[src/rtl/pl_csr_trap.sv]
// Machine-mode CSR file with trap entry, mret return and a one-cycle
// flush/redirect sequencer sitting beside the ID stage.
module pl_csr_trap #(
  parameter logic [31:0] RESET_MTVEC = 32'h0000_0100
) (
  input  logic        clk,
  input  logic        rst,
  input  logic        trap_v,
  input  logic [3:0]  cause,
  input  logic        intr,
  input  logic        mret,
  input  logic        csr_en,
  input  logic [2:0]  func3,
  input  logic [11:0] csr_addr,
  input  logic [4:0]  csr_rs1,
  input  logic [31:0] csr_wdata,
  input  logic [31:0] id_pc,
  input  logic        wpcir,
  input  logic        ext_irq,
  output logic [31:0] mstatus,
  output logic [31:0] mie,
  output logic [31:0] mip,
  output logic [31:0] mepc,
  output logic [31:0] mtvec,
  output logic [31:0] csr_rdata,
  output logic        redirect,
  output logic [31:0] redirect_pc
);

  typedef enum logic {RUN, FLUSH} state_t;

  localparam logic [11:0] A_MSTATUS = 12'h300;
  localparam logic [11:0] A_MIE     = 12'h304;
  localparam logic [11:0] A_MTVEC   = 12'h305;
  localparam logic [11:0] A_MEPC    = 12'h341;
  localparam logic [11:0] A_MCAUSE  = 12'h342;
  localparam logic [11:0] A_MIP     = 12'h344;
  localparam logic [11:0] A_MCYCLE  = 12'hB00;
  localparam logic [11:0] A_MCYCLEH = 12'hB80;

  state_t      state;
  state_t      state_nx;

  logic        st_mie;
  logic        st_mpie;
  logic        meie;
  logic [31:0] mtvec_q;
  logic [29:0] mepc_q;
  logic [31:0] mcause;
  logic [63:0] mcycle;
  logic        irq_s1;
  logic        irq_s2;
  logic [31:0] rpc;

  logic        accept;
  logic        trap_acc;
  logic        mret_acc;
  logic        wr_ok;
  logic        csr_wr;
  logic [31:0] wval;
  logic [31:0] tvec_base;

  logic        unused;
  assign unused = ^id_pc[1:0];

  assign mstatus = {24'b0, st_mpie, 3'b0, st_mie, 3'b0};
  assign mie     = {20'b0, meie, 11'b0};
  assign mip     = {20'b0, irq_s2, 11'b0};
  assign mepc    = {mepc_q, 2'b00};
  assign mtvec   = mtvec_q;

  assign redirect_pc = rpc;
  assign tvec_base   = {mtvec_q[31:2], 2'b00};

  always_comb begin
    csr_rdata = 32'b0;
    case (csr_addr)
      A_MSTATUS: csr_rdata = mstatus;
      A_MIE:     csr_rdata = mie;
      A_MTVEC:   csr_rdata = mtvec_q;
      A_MEPC:    csr_rdata = mepc;
      A_MCAUSE:  csr_rdata = mcause;
      A_MIP:     csr_rdata = mip;
      A_MCYCLE:  csr_rdata = mcycle[31:0];
      A_MCYCLEH: csr_rdata = mcycle[63:32];
      default:   csr_rdata = 32'b0;
    endcase
  end

  // Priority: trap, then mret, then the CSR write; FLUSH blocks all.
  always_comb begin
    accept   = (state == RUN) && wpcir;
    trap_acc = accept && trap_v;
    mret_acc = accept && !trap_v && mret;
    wr_ok    = csr_en &&
               ((func3 == 3'b001) ||
                ((func3 == 3'b010) && (csr_rs1 != 5'd0)));
    csr_wr   = accept && !trap_v && !mret && wr_ok;
    wval     = (func3 == 3'b001) ? csr_wdata
                                 : (csr_rdata | csr_wdata);
  end

  always_comb begin
    state_nx = state;
    redirect = 1'b0;
    case (state)
      RUN: begin
        if (trap_acc || mret_acc) state_nx = FLUSH;
      end
      FLUSH: begin
        redirect = 1'b1;
        state_nx = RUN;
      end
      default: state_nx = RUN;
    endcase
  end

  always_ff @(posedge clk) begin
    if (rst) state <= RUN;
    else     state <= state_nx;
  end

  always_ff @(posedge clk) begin
    if (rst) begin
      irq_s1 <= 1'b0;
      irq_s2 <= 1'b0;
    end else begin
      irq_s1 <= ext_irq;
      irq_s2 <= irq_s1;
    end
  end

  always_ff @(posedge clk) begin
    if (rst) begin
      rpc <= 32'b0;
    end else if (trap_acc) begin
      if (intr && mtvec_q[0]) rpc <= tvec_base + 32'd44;
      else                    rpc <= tvec_base;
    end else if (mret_acc) begin
      rpc <= mepc;
    end
  end

  always_ff @(posedge clk) begin
    if (rst) begin
      st_mie  <= 1'b0;
      st_mpie <= 1'b0;
      meie    <= 1'b0;
      mtvec_q <= RESET_MTVEC & ~32'h2;
      mepc_q  <= 30'b0;
      mcause  <= 32'b0;
    end else if (trap_acc) begin
      mepc_q  <= id_pc[31:2];
      mcause  <= intr ? 32'h8000_000B : {28'b0, cause};
      st_mpie <= st_mie;
      st_mie  <= 1'b0;
    end else if (mret_acc) begin
      st_mie  <= st_mpie;
      st_mpie <= 1'b1;
    end else if (csr_wr) begin
      case (csr_addr)
        A_MSTATUS: begin
          st_mie  <= wval[3];
          st_mpie <= wval[7];
        end
        A_MIE:    meie    <= wval[11];
        A_MTVEC:  mtvec_q <= wval & ~32'h2;
        A_MEPC:   mepc_q  <= wval[31:2];
        A_MCAUSE: mcause  <= wval;
        default: ;
      endcase
    end
  end

  // A written half suppresses the increment for the whole counter.
  always_ff @(posedge clk) begin
    if (rst)
      mcycle <= 64'b0;
    else if (csr_wr && csr_addr == A_MCYCLE)
      mcycle[31:0] <= wval;
    else if (csr_wr && csr_addr == A_MCYCLEH)
      mcycle[63:32] <= wval;
    else
      mcycle <= mcycle + 64'd1;
  end

endmodule

[config.mk]
export PLATFORM = sky130hd
export DESIGN_NAME = pl_csr_trap
export DESIGN_NICKNAME = d
export VERILOG_FILES = /design/src/rtl/pl_csr_trap.sv
export SDC_FILE = /design/constraint.sdc
export NUM_CORES = 1
export LEC_CHECK = 0
export CAP_MARGIN = 20
export CORE_UTILIZATION = 40
export DETAILED_ROUTE_END_ITERATION = 16
export PLACE_DENSITY = 0.68
export SLEW_MARGIN = 30
export SYNTH_ARGS = -nofsm -noshare
export SYNTH_HDL_FRONTEND = slang
export SYNTH_SLANG_ARGS = --single-unit
export TNS_END_PERCENT = 20
[constraint.sdc]
create_clock -name clk -period 3.5 [get_ports clk]
set_input_delay 0.875 -clock clk [delete_from_list [all_inputs] [get_ports clk]]
set_output_delay 0.875 -clock clk [all_outputs]
set_load 0.01 [all_outputs]
* Yosys cells after proc, flatten, opt, wreduce, memory -nomap -nowiden
Index checks and enable logic that the tools add are counted.
Operators by class: $add $sub $neg 2, eq/ne operators 12, multiplexer cells 27, bitwise logic cells 4, reduce and logical (&&, ||, !) cells 31
Operators by type and width (number):
- 32-bit 2-to-1 mux | 12
- 32-bit one-hot mux with 8 select lines | 1
- 30-bit 2-to-1 mux | 4
- 12-bit by 10-bit equality test with 1-bit output (second input constant) | 6
- 64-bit by 1-bit adder with 64-bit output (second input constant) | 1
- 32-bit by 6-bit adder with 32-bit output (second input constant) | 1
- 32-bit bitwise OR | 1
- 12-bit equality test (second input constant) | 2
- 2-bit nonzero test | 6
- 1-bit logical AND | 11
- 1-bit 2-to-1 mux | 9
- 4-bit AND reduction | 2
- 3-bit AND reduction | 2
- 3-bit nonzero test | 2
- 5-bit nonzero test | 1
- 2-bit != test (second input constant) | 2
- 2-bit AND reduction | 2
- 3-bit by 1-bit equality test with 1-bit output (second input constant) | 1
- 3-bit by 2-bit equality test with 1-bit output (second input constant) | 1
- 1-bit NOT | 3
- 1-bit logical NOT | 2
- 1-bit logical OR | 2
- 1-bit one-hot mux with 2 select lines | 1
- 2-bit OR reduction | 1
Word-level totals: bits in registers 195, bits of input ports 96, output and inout port bits 225, word-level logic and storage cells 88

* Logic depth before layout (Yosys ltp)
word-level depth 8, gate-level depth with buffers 10, mapped depth without buffers 8

* Least setup slack after synthesis
Ideal clock, no wire load.
path type input port to output port, start input port csr_addr[11], end output port csr_rdata[23], arrival 2.462 ns, required time 2.625 ns, setup slack 0.163 ns, stages 7, path buffers 3, cell sequence buf_2 -> or4_1 -> buf_2 -> nor3_4 -> buf_2 -> a222oi_1 -> inv_1
Between the ends: word-level cells in the longest chain between the ends 2, elaborated cells on any way between the ends 9, classes of those cells eq/ne: 8; mux: 1
RTL lines:
- from (decl) | RTL line 14 | input logic [11:0] csr_addr,
- 12-bit equality test / 12-bit by 10-bit equality test with 1-bit output (equally long branches) | RTL line 77 | case (csr_addr)
- 32-bit one-hot mux with 8 select lines (*) | RTL line 77
- to (decl) | RTL line 25 | output logic [31:0] csr_rdata,
Every way passes the cells marked *; elsewhere a longest branch is shown, timed or not.

* Worst setup path in the final report
start input port csr_addr[5], end output port csr_rdata[6]
The elaborated chain is that of the path after synthesis.

==> out/results.env <==
CELLPOWERDENSITY_nW_PER_UM2=310
GRTUSAGETOTAL_PCT=31.1
ROUTE.VIAS.TOTAL=12800
DIE_W_UM=175
PEAKVDDDROP_V=0.000303
SETUP.WORST_PATH.CLASS='in2out'
NUMBER_OF_ANTENNA_VIOLATIONS_AT_THE_FIRST_CHECK_IN_GLOBAL_ROUTING=0
STANDARD_CELL_CORE_AREA_UM2=29600
RSZ0062_AT_GRT='true'
SYNTH.DISTINCT_CELLS=72
YS_TOP_CELLS_BY_AREA='dfxtp_1, buf_4, a211oi_1'
WORST_PATH_ARRIVAL_TIME_NS=2.65
TIMING.HOLD.WORST.CLASS='reg2reg'
GRT_REMAINING_OVERFLOW=0
GP_CONGESTION=0.983
MAXCLOCKFREQUENCY_MHz=284
DIE_HEIGHT_UM=175
RUN_STATUS='finished with violations'
SYNTHESIS.YOSYS.WARNINGS=0
LAYOUT.NETS=1885
CLOCK_SLEW_AT_REPORTED_PATH_FFS_NS=0.09
POSTROUTEANTENNANETS=0
SW_FRAC_OF_TOTAL_PCT=29.1
CLOCK_NETWORK_FRACTION_OF_TOTAL_POWER_PCT=41.0
LAYOUT.FILLER_CELLS=2745
TIMING_WORST_SLEW_PIN_VALUE_NS=0.909
SWITCHINGPOWER_mW=1.49
HTREE_LEVELS=4
WORST_EP_REQUIRED_TIME_NS=2.62
DETAILED_PLACE_HPWL_UM=35900
CRITICAL_PATH.ENDPOINT_TYPE='output port'
FINAL_HOLD_VIOLS=0
TIMING.FINAL.SETUP_VIOLATIONS=2
GRT_FIRST_PASS_WIRELENGTH_UM=72700
PLACE_WS_NS=-0.904
SYNTH_CELLS=1471
FINAL_LAYOUT_SIZE_SUFFIX_GT1_SHARE_PCT=20.1
UTILIZATION_PCT=55.9
DRT_DRC_VIOLATIONS_LEFT=0
AREA_DELTA_SYNTH_FINAL_PCT=37.8
POST-ROUTE-PERIOD-UTIL_PCT=101
P_INT_mW=3.64
MAXSLEWHEADROOM_PCT=39.4
MIN_PERIOD_NS=3.52
YOSYS.AREA.TOP_TYPE_SHARE_PCT=32.1
INSERTION_DELAY_NS=0.45
CTS_MADE_BUFFERS=17
SYN-MEAN-INSTANCE-AREA_UM2=8.17
POST_DRT_WL_PER_CELL_UM=22.3
SYNTH_LARGEST_AREA_CELL='dfxtp_1'
DRT_PASS1_ITERATIONS=6
CLOCK_TREE.BUFFER_DEPTH=2
CLOCK_SINKS=193
MIN_DELAY_STARTPOINT='irq_s1'
N_ANTENNA_CELL=0
AVERAGE_VIA_COUNT_PER_STANDARD_CELL=5.84
GRT_START_MAX_NET_PINS=83
LAYOUT.CELLS.NON_FILLER=2190
CP-STARTPOINT='csr_addr[5]'
CTS.ROOT.BUFFER_CELL='clkbuf_16'
YS_ASYNC_SR_FRACTION_PCT=0
TIMING.FINAL.WS_SETUP_NS=-0.0202
WORSTREG2REGSTART='mcycle[6]'
FIN_SETUP_TNS_NS=-0.0288
YOSYS_REGISTER_BITS=193
SYNTH_FLOP_CELL='dfxtp_1'
DRTITER0DRC=1383
CAP_VIOL_MAX_COUNT=0
POST_CTS_HOLD_BUFFER_COUNT=0
YS_SEQ_AREA_SHARE_PCT=32.1
PLACEDCELLCOUNT=2136
POWER_TOTAL_mW=5.14
WORST-PATH-MAX-FANOUT=6
SEQPWRFRAC_PCT=44.6
SYNTHESIS.AREA_UM2=12000
TRITONCTS='yes'
LEAKAGEPOWER_nW=5.97
FLOORPLAN.INITIALDENSITY_PCT=40.6
PORTBUFFERS=221
FIRST_GLOBAL_VIAS=11900
ROWS=63
TIMING_MAX_TRANSITION_VIOLATIONS_FINAL=0
SHARE_COMB_OF_TOTAL_POWER_PCT=14.3
SYNTH-EDFF-COUNT=0
FINALCLOCKSKEW_NS=0.0175
DESIGN.DIE.AREA_UM2=30700
IO-PIN-COUNT=321
CRITPATHLAUNCHTYPE='primary input'
SETUP.REG_TO_REG.WORST_SLACK_NS=0.77
VIOLATIONS='negative setup slack'
ROUTED_WIRELENGTH_UM=48800
==> layout make-up <==
class / instances / area [um2] / share of cell area [%]
clock inverters: 13 / 160 / 0.967
clock buffers: 19 / 453 / 2.73
repair buffers: 421 / 3970 / 24.0
inverters: 30 / 113 / 0.680
flip-flops and latches: 193 / 3860 / 23.3
multi-input cells: 1124 / 7510 / 45.3
well taps: 390 / 488 / 2.95
==> synth_stat cells, types with 10 or more instances <==
cell,count
a21oi_1,76
and3_1,11
dfxtp_1,193
o21bai_1,12
o21ai_0,34
nor2_1,141
a2111oi_0,19
o22ai_1,14
clkbuf_1,81
xor2_1,22
mux2_2,28
nor4_1,38
and4_1,12
nand3_1,35
a22o_1,13
xnor2_1,59
nand4_1,41
inv_1,30
nor3_1,39
a221o_1,15
nor2b_1,23
a211oi_1,99
nand2b_1,11
nand2_1,89
buf_2,17
a31oi_1,11
mux2i_1,22
nand3b_1,36
a211o_1,16
buf_4,106
buf_1,10
a221oi_1,19
==> cells by family after synthesis <==
logic type,after synthesis,share of synthesized area (%)
AND/OR/NAND/NOR,520,23.3
buffers and inverters,250,11.6
multiplexers,50,4.46
AO/OA/AOI/OAI,374,22.4
other,1,0.0312
adder cells (fa/ha/maj),2,0.208
XOR/XNOR,81,5.90
flip-flops,193,32.1
==> what timing repair did <==
action                     4_1_cts  5_1_grt
setup buffers                   17        3
gates resized for setup        223       24
pin swaps                       21       16
gates cloned                     4        0
setup endpoints to repair       32       29
==> final timing paths <==
kind,end,cells after the start
max,csr_rdata[6],9
min,irq_s2,1
max reg2reg,mcycle[51],7
min reg2reg,irq_s2,1
==> metal layers <==
layer | up-vias | global-route usage, % | wire length [um]
met5 | - | 0 | 0
li1 | 5869 | - | -
met4 | 0 | 12.0 | 1690
met3 | 108 | 5.35 | 4020
met2 | 719 | 51.5 | 23000
met1 | 6092 | 40.2 | 20100
==> sequential cells by signal (all words and copies together) (netlist names) <==
name / flops
irq_s1: 1
irq_s2: 1
mcause: 32
mcycle: 64
meie: 1
mepc_q: 30
mtvec: 31
redirect_pc: 30
st_mie: 1
st_mpie: 1
state: 1
==> placed cells by master (no fill, tap or decap), types with 8 or more instances in the layout <==
master           count
nand2_1             88
a2111oi_4           13
a221oi_1            13
and3_1              10
nor4_1              36
o21ai_0             34
and4_1              12
nand2b_1            10
nand3_1             35
dfxtp_1            193
xnor2_1             59
o22ai_1             14
a211oi_1            99
a221o_1             15
clkbuf_2             8
buf_2               21
inv_1               28
a21oi_1             76
buf_4              161
mux2i_1             22
o21bai_1            12
buf_12              21
mux2_2              28
a22o_1              13
nand4_1             41
a211o_1             16
xor2_1              22
nor2_1             140
nor2b_1             23
clkdlybuf4s50_1    176
clkbuf_16           17
conb_1              97
nor3_1              39
buf_6               20
nand3b_1            36
a31oi_1             11
==> through the flow <==
stage	hold slack [ns]	instance area, um2
2_1_floorplan	0.414	12400
3_3_place_gp	0.422	15300
3_5_place_dp	0.428	15300
4_1_cts	0.463	16500
5_1_grt	0.496	16600
6_report	0.461	16600
==> power groups by stage <==
stage                     registers (mW)  logic [mW]  clock network [mW]
after detailed placement            2.35       0.696                   0
after CTS                           2.29       0.723                2.11
after global placement              2.34       0.692                   0
final                               2.29       0.737                2.11
after global routing                2.30       0.779                2.21
after floorplan                     2.34       0.385                   0
==> critical path: stages <==
cell	delay (ns)
buf_6	0.09
or4_4	0.56
buf_8	0.16
buf_6	0.12
nor3_4	0.20
buf_6	0.13
buf_6	0.11
a221o_1	0.23
buf_2	0.16
Note: power is estimated with default switching activity, not from simulation.
